--- config.mk ---
export PLATFORM = sky130hd
export DESIGN_NAME = tilt_cursor_ctrl
export DESIGN_NICKNAME = d
export VERILOG_FILES = /design/src/rtl/tilt_cursor_ctrl.sv
export SDC_FILE = /design/constraint.sdc
export NUM_CORES = 1
export LEC_CHECK = 0
export BUFFER_PORTS_ARGS = -buffer_cell sky130_fd_sc_hd__buf_2
export CAP_MARGIN = 20
export CORE_ASPECT_RATIO = 1.2
export CORE_MARGIN = 2
export CORE_UTILIZATION = 55
export DETAILED_ROUTE_END_ITERATION = 16
export PLACE_DENSITY = 0.79
export SYNTH_ARGS = -nofsm -noshare
export SYNTH_HDL_FRONTEND = slang
export SYNTH_SLANG_ARGS = --single-unit
--- constraint.sdc ---
create_clock -name i_clk -period 2.6 [get_ports i_clk]
set_input_delay 0.26 -clock i_clk [delete_from_list [all_inputs] [get_ports i_clk]]
set_output_delay 0.26 -clock i_clk [all_outputs]
set_load 0.02 [all_outputs]
--- src/rtl/tilt_cursor_ctrl.sv ---
`default_nettype none
// ============================================================================
// Module   : tilt_cursor_ctrl
// Purpose  : Turns averaged accelerometer tilt into Battleship grid cursor
//            moves. Each axis is box-averaged over 2^AVG_LOG2 samples and
//            passed through a symmetric deadzone. The result gives a step
//            direction per axis. A held direction auto-repeats every
//            REPEAT_AVGS averages. The cursor saturates at 0 and GRID_MAX.
// Ports    : i_clk        - system clock
//            i_rst        - synchronous reset, active-high
//            i_data_x/y   - signed 10-bit tilt samples
//            i_data_valid - one-cycle pulse, both axes valid
//            i_enable     - cursor movement enable (aiming phase)
//            o_cursor_x/y - registered cursor coordinates, 0..GRID_MAX
//            o_moved      - one-cycle pulse when a coordinate changed
// Revision : 1.0 - initial release
// ============================================================================
module tilt_cursor_ctrl #(
    parameter int AVG_LOG2    = 2,
    parameter int DEADZONE    = 64,
    parameter int REPEAT_AVGS = 50,
    parameter int GRID_MAX    = 9
) (
    input  logic       i_clk,
    input  logic       i_rst,
    input  logic [9:0] i_data_x,
    input  logic [9:0] i_data_y,
    input  logic       i_data_valid,
    input  logic       i_enable,
    output logic [3:0] o_cursor_x,
    output logic [3:0] o_cursor_y,
    output logic       o_moved
);

    // Accumulator has AVG_LOG2 guard bits, so a full window cannot overflow.
    localparam int c_ACC_W = 10 + AVG_LOG2;
    localparam int c_CNT_W = (AVG_LOG2 > 0) ? AVG_LOG2 : 1;
    localparam int c_REP_W = (REPEAT_AVGS > 1) ? $clog2(REPEAT_AVGS) : 1;

    localparam logic [c_CNT_W-1:0] c_CNT_LAST = c_CNT_W'((1 << AVG_LOG2) - 1);
    localparam logic [c_REP_W-1:0] c_REP_LAST = c_REP_W'(REPEAT_AVGS - 1);
    localparam logic signed [10:0] c_DZ_POS   = 11'(DEADZONE);
    localparam logic signed [10:0] c_DZ_NEG   = 11'(-DEADZONE);
    localparam logic [3:0]         c_GRID_MAX = 4'(GRID_MAX);

    localparam logic [0:0] S_NEUTRAL = 1'b0;
    localparam logic [0:0] S_HOLD    = 1'b1;

    // ------------------------------------------------------------------
    // Box averaging
    // ------------------------------------------------------------------
    logic signed [c_ACC_W-1:0] r_acc_x;
    logic signed [c_ACC_W-1:0] r_acc_y;
    logic        [c_CNT_W-1:0] r_cnt;
    logic signed [9:0]         r_avg_x;
    logic signed [9:0]         r_avg_y;
    logic                      r_avg_valid;

    logic signed [c_ACC_W-1:0] w_smp_x;
    logic signed [c_ACC_W-1:0] w_smp_y;
    logic signed [c_ACC_W-1:0] w_sum_x;
    logic signed [c_ACC_W-1:0] w_sum_y;

    // A size cast of a signed value sign-extends.
    assign w_smp_x = c_ACC_W'($signed(i_data_x));
    assign w_smp_y = c_ACC_W'($signed(i_data_y));
    assign w_sum_x = r_acc_x + w_smp_x;
    assign w_sum_y = r_acc_y + w_smp_y;

    always_ff @(posedge i_clk) begin
        if (i_rst) begin
            r_acc_x     <= '0;
            r_acc_y     <= '0;
            r_cnt       <= '0;
            r_avg_x     <= '0;
            r_avg_y     <= '0;
            r_avg_valid <= 1'b0;
        end else begin
            r_avg_valid <= 1'b0;
            if (i_data_valid) begin
                if (r_cnt == c_CNT_LAST) begin
                    // Arithmetic shift: the mean rounds toward -inf. The
                    // mean of 10-bit samples always fits in 10 bits.
                    r_avg_x     <= 10'(w_sum_x >>> AVG_LOG2);
                    r_avg_y     <= 10'(w_sum_y >>> AVG_LOG2);
                    r_avg_valid <= 1'b1;
                    r_acc_x     <= '0;
                    r_acc_y     <= '0;
                    r_cnt       <= '0;
                end else begin
                    r_acc_x <= w_sum_x;
                    r_acc_y <= w_sum_y;
                    r_cnt   <= r_cnt + c_CNT_W'(1);
                end
            end
        end
    end

    // ------------------------------------------------------------------
    // Deadzone direction decode. Direction is a {pos,neg} pair per axis.
    // The value at exactly +/-DEADZONE decodes as neutral.
    // ------------------------------------------------------------------
    logic signed [10:0] w_ax;
    logic signed [10:0] w_ay;
    logic               w_dx_pos;
    logic               w_dx_neg;
    logic               w_dy_pos;
    logic               w_dy_neg;
    logic [3:0]         w_dir;

    assign w_ax     = 11'(r_avg_x);
    assign w_ay     = 11'(r_avg_y);
    assign w_dx_pos = (w_ax > c_DZ_POS);
    assign w_dx_neg = (w_ax < c_DZ_NEG);
    assign w_dy_pos = (w_ay > c_DZ_POS);
    assign w_dy_neg = (w_ay < c_DZ_NEG);
    assign w_dir    = {w_dx_pos, w_dx_neg, w_dy_pos, w_dy_neg};

    // ------------------------------------------------------------------
    // Step / auto-repeat FSM
    // ------------------------------------------------------------------
    logic [0:0]         r_state;
    logic [c_REP_W-1:0] r_rep;
    logic [3:0]         r_last_dir;

    logic [0:0]         w_state_nxt;
    logic [c_REP_W-1:0] w_rep_nxt;
    logic [3:0]         w_last_nxt;
    logic               w_step;

    always_comb begin
        w_state_nxt = r_state;
        w_rep_nxt   = r_rep;
        w_last_nxt  = r_last_dir;
        w_step      = 1'b0;
        if (!i_enable) begin
            // Parked in NEUTRAL, so the first qualifying average after
            // enable rises steps immediately.
            w_state_nxt = S_NEUTRAL;
            w_rep_nxt   = '0;
        end else if (r_avg_valid) begin
            case (r_state)
                S_NEUTRAL: begin
                    if (w_dir != 4'b0000) begin
                        w_step      = 1'b1;
                        w_last_nxt  = w_dir;
                        w_rep_nxt   = '0;
                        w_state_nxt = S_HOLD;
                    end
                end
                S_HOLD: begin
                    if (w_dir == 4'b0000) begin
                        w_state_nxt = S_NEUTRAL;
                        w_rep_nxt   = '0;
                    end else if (w_dir != r_last_dir) begin
                        w_step     = 1'b1;
                        w_last_nxt = w_dir;
                        w_rep_nxt  = '0;
                    end else if (r_rep == c_REP_LAST) begin
                        w_step    = 1'b1;
                        w_rep_nxt = '0;
                    end else begin
                        w_rep_nxt = r_rep + c_REP_W'(1);
                    end
                end
                default: begin
                    w_state_nxt = S_NEUTRAL;
                    w_rep_nxt   = '0;
                end
            endcase
        end
    end

    // ------------------------------------------------------------------
    // Cursor update with independent per-axis saturation
    // ------------------------------------------------------------------
    logic [3:0] r_cx;
    logic [3:0] r_cy;
    logic       r_moved;
    logic [3:0] w_next_x;
    logic [3:0] w_next_y;

    always_comb begin
        w_next_x = r_cx;
        w_next_y = r_cy;
        if (w_dx_pos && (r_cx < c_GRID_MAX)) begin
            w_next_x = r_cx + 4'd1;
        end else if (w_dx_neg && (r_cx != 4'd0)) begin
            w_next_x = r_cx - 4'd1;
        end
        if (w_dy_pos && (r_cy < c_GRID_MAX)) begin
            w_next_y = r_cy + 4'd1;
        end else if (w_dy_neg && (r_cy != 4'd0)) begin
            w_next_y = r_cy - 4'd1;
        end
    end

    always_ff @(posedge i_clk) begin
        if (i_rst) begin
            r_state    <= S_NEUTRAL;
            r_rep      <= '0;
            r_last_dir <= '0;
            r_cx       <= '0;
            r_cy       <= '0;
            r_moved    <= 1'b0;
        end else begin
            r_state    <= w_state_nxt;
            r_rep      <= w_rep_nxt;
            r_last_dir <= w_last_nxt;
            // A step fully blocked by saturation produces no moved pulse.
            r_moved    <= w_step && ((w_next_x != r_cx) || (w_next_y != r_cy));
            if (w_step) begin
                r_cx <= w_next_x;
                r_cy <= w_next_y;
            end
        end
    end

    assign o_cursor_x = r_cx;
    assign o_cursor_y = r_cy;
    assign o_moved    = r_moved;

endmodule
`default_nettype wire

==> out/qor.txt <==
fraction of layout instances using a drive strength above 1: 12.4%
clock latency on the worst-skew pair: 350 ps
initial antenna violation count: 0
Post-synth ARST share: 0%
Distinct cells, synth: 59
Seq pwr share: 41.1%
TritonCTS buffer count: 9
Net Sw Frac: 29.1%
port buffer count: 32
final count of hold timing violations: 0
minimum clock period after layout: 2290 ps
H-tree depth: 3
first-pass GRT wire length: 14.4 mm
worst vdd ir: 387 uV
r2r setup slk: 310 ps
Tot GR Track Use: 22.5%
worst rel slew slack: 49.6%
Worst setup EP type: register
Die Footprint: 0.00802 mm2
GRT overflow: 0
Worst-Margin Slew: 755 ps
I/O Pins: 33
synthesized cell area: 0.00402 mm2
DR WL/cell: 14.1 um
cell-internal power: 1950 uW
clk root buf: clkbuf_8
initial core utilization: 56.0%
crit path max fanout: 14
CTS sink count: 67
Main synth FF type: dfxtp_1
synthesized flop and latch total: 67
Max Freq: 437 MHz
Final period util: 88.0%
cell area power density: 615 mW/mm2
multi-input logic area: 0.00253 mm2
Setup Viol. Count Final: 0
dpl hpwl: 6.04 mm
Yosys top cell by area: dfxtp_1
Layout Utilization: 62.3%
pin count of the biggest net entering global routing: 74
Core Area: 0.00719 mm2
main area contributors after synthesis: dfxtp_1, ha_1, a21oi_1
CP Class: reg -> reg
arrival time worst endpoint: 2530 ps
Critical Path Source Type: register
vias in the first global route: 3360
clk_skew: 6.54 ps
DRT Pass-1 Iters: 5
Seq/Total Area, Yosys: 33.3%
ANT cells: 0
Critical Path RT: 2840 ps
synth warn: 0
FP Rows: 34
share of Yosys cell area claimed by the top area cell type: 33.3%
syn nets: 539
post-cts repair resize count: 0
Post-CTS Hold Buffers: 0
Slew Limit Fails: 0
Post-CTS Repair Setup Buffers: 0
Hold Crit Class: in -> reg
Register Area: 0.00134 mm2
Filler Cell Count: 613
GPL Wtd Cong: 0.876
CTS clk-pin slew, worst paths: 70 ps
CTS tree: done
Lkg Pwr: 0.00182 uW
maxcap violations: 0
setup_tns: 0 ps
via count: 3580
Post-synth EDFFs: 0
Avg Cell Area, Syn: 8.35 um2
Antenna Nets Post-Route: 0
DR iter-0 viols: 153
final worst setup slack: 312 ps
nets: 567
clock network power share: 36.0%
outcome: completed
Switching Power: 802 uW
Routed WL: 8.51 mm
Max Root-Sink Buffers: 2
RSZ-0062 raised after global routing: false
Comb pwr share: 23.0%
die width: 82.1 um
Layout area overhead: 11.3%
Die Ht: 97.7 um
DR vias/cell: 5.92
Residual DRC: 0
Mapped Cells: 482
pre-CTS setup slack: 336 ps
metal layers:
layer  GRT usage (%)  up-vias  part of all wire, %
met3            4.55       13                  3.3
met4            8.85        0                  1.8
met2            37.7       69                   49
met5               0        -                    0
li1                -     1814                    -
met1            27.6     1684                   46
power groups by stage:
stage	registers, uW	logic [uW]	clock network, uW
finish	1130	632	990
global route	1140	714	1050
CTS	1130	630	1020
detailed placement	1150	626	0
global placement	1150	612	0
floorplan	1150	494	0
flip-flops by register name (all words and copies together) (netlist names), 4 cells and up:
signal,cells
r_avg_y,10
o_cursor_y,4
r_acc_y,12
r_last_dir,4
r_rep,6
r_acc_x,12
o_cursor_x,4
r_avg_x,10
cells in the mapped netlist (3+ instances only):
cell      number
dfxtp_1       67
nand2_1       57
nor2_1        52
a21oi_1       44
ha_1          31
nor3_1        20
inv_1         19
a22oi_1       18
clkbuf_1      15
xnor2_1       15
nand3_1       14
o21ai_1        8
or3_1          8
nand4_1        7
xor2_1         7
a31oi_1        5
mux2i_1        5
a211oi_1       4
a21o_1         4
buf_1          4
mux2_1         4
nand2b_1       4
nor4_1         4
nor4_2         4
nor4b_1        4
o21bai_1       4
o41ai_1        4
and3_1         3
o21ai_0        3
cells by family after synthesis:
family	count (synthesis)	share of synthesized area [%]
adders and majority gates	33	10.6
xor gates and xnor gates	24	5.91
buffers and inverters	39	3.82
and+or+nand+nor	186	22.2
muxes	9	2.36
DFF	67	33.3
AOI/OAI and AO/OA	124	21.8
stage by stage:
stage	cell area (um2)	total power, uW	hold WS [ps]	std cells
2_1_floorplan	4020	1640	423	482
3_3_place_gp	4250	1760	454	589
3_5_place_dp	4250	1780	461	589
4_1_cts	4480	2780	220	605
5_1_grt	4480	2900	253	605
6_report	4480	2750	240	605
worst max-delay path, stage by stage, from the launching register on:
cell and delay [ps]:
dfxtp_1 380, nand3_1 200, a21o_1 230, a221oi_1 380, a41o_1 550, a21oi_1 100
mux2_1 330
final timing paths:
path,end,start,cells past startpoint
worst max register to register,o_cursor_x[0]$_SDFFE_PP0P_,r_avg_x[7]$_SDFFE_PP0P_,6
worst min register to register,r_avg_y[4]$_SDFFE_PP0P_,r_avg_y[4]$_SDFFE_PP0P_,2
worst min-delay path,r_rep[2]$_SDFFE_PP0P_,i_enable,2
worst max-delay path,o_cursor_x[0]$_SDFFE_PP0P_,r_avg_x[7]$_SDFFE_PP0P_,6
cells in the final DEF (no fill, tap or decap), types with 5 or more instances in the layout:
master    Yosys  final
a21oi_1      44     44
a22oi_1      18     18
a31oi_1       5      5
buf_2         0     32
buf_4         0      5
clkbuf_8      0     11
dfxtp_1      67     67
ha_1         31     31
inv_1        19     19
mux2i_1       5      5
nand2_1      57     57
nand3_1      14     14
nand4_1       7      7
nor2_1       52     52
nor3_1       20     20
o21ai_1       8      8
or3_1         8      8
xnor2_1      15     15
xor2_1        7      7
final cells by class:
cell class,count,area share [%]
Inverter,19,1.59
Clock inverter,5,1.68
Timing Repair Buffer,37,4.41
Multi-Input combinational cell,376,56.5
Clock buffer,11,3.38
Tap cell,90,2.51
Sequential cell,67,30.0
(Power assumes the default switching activity.)
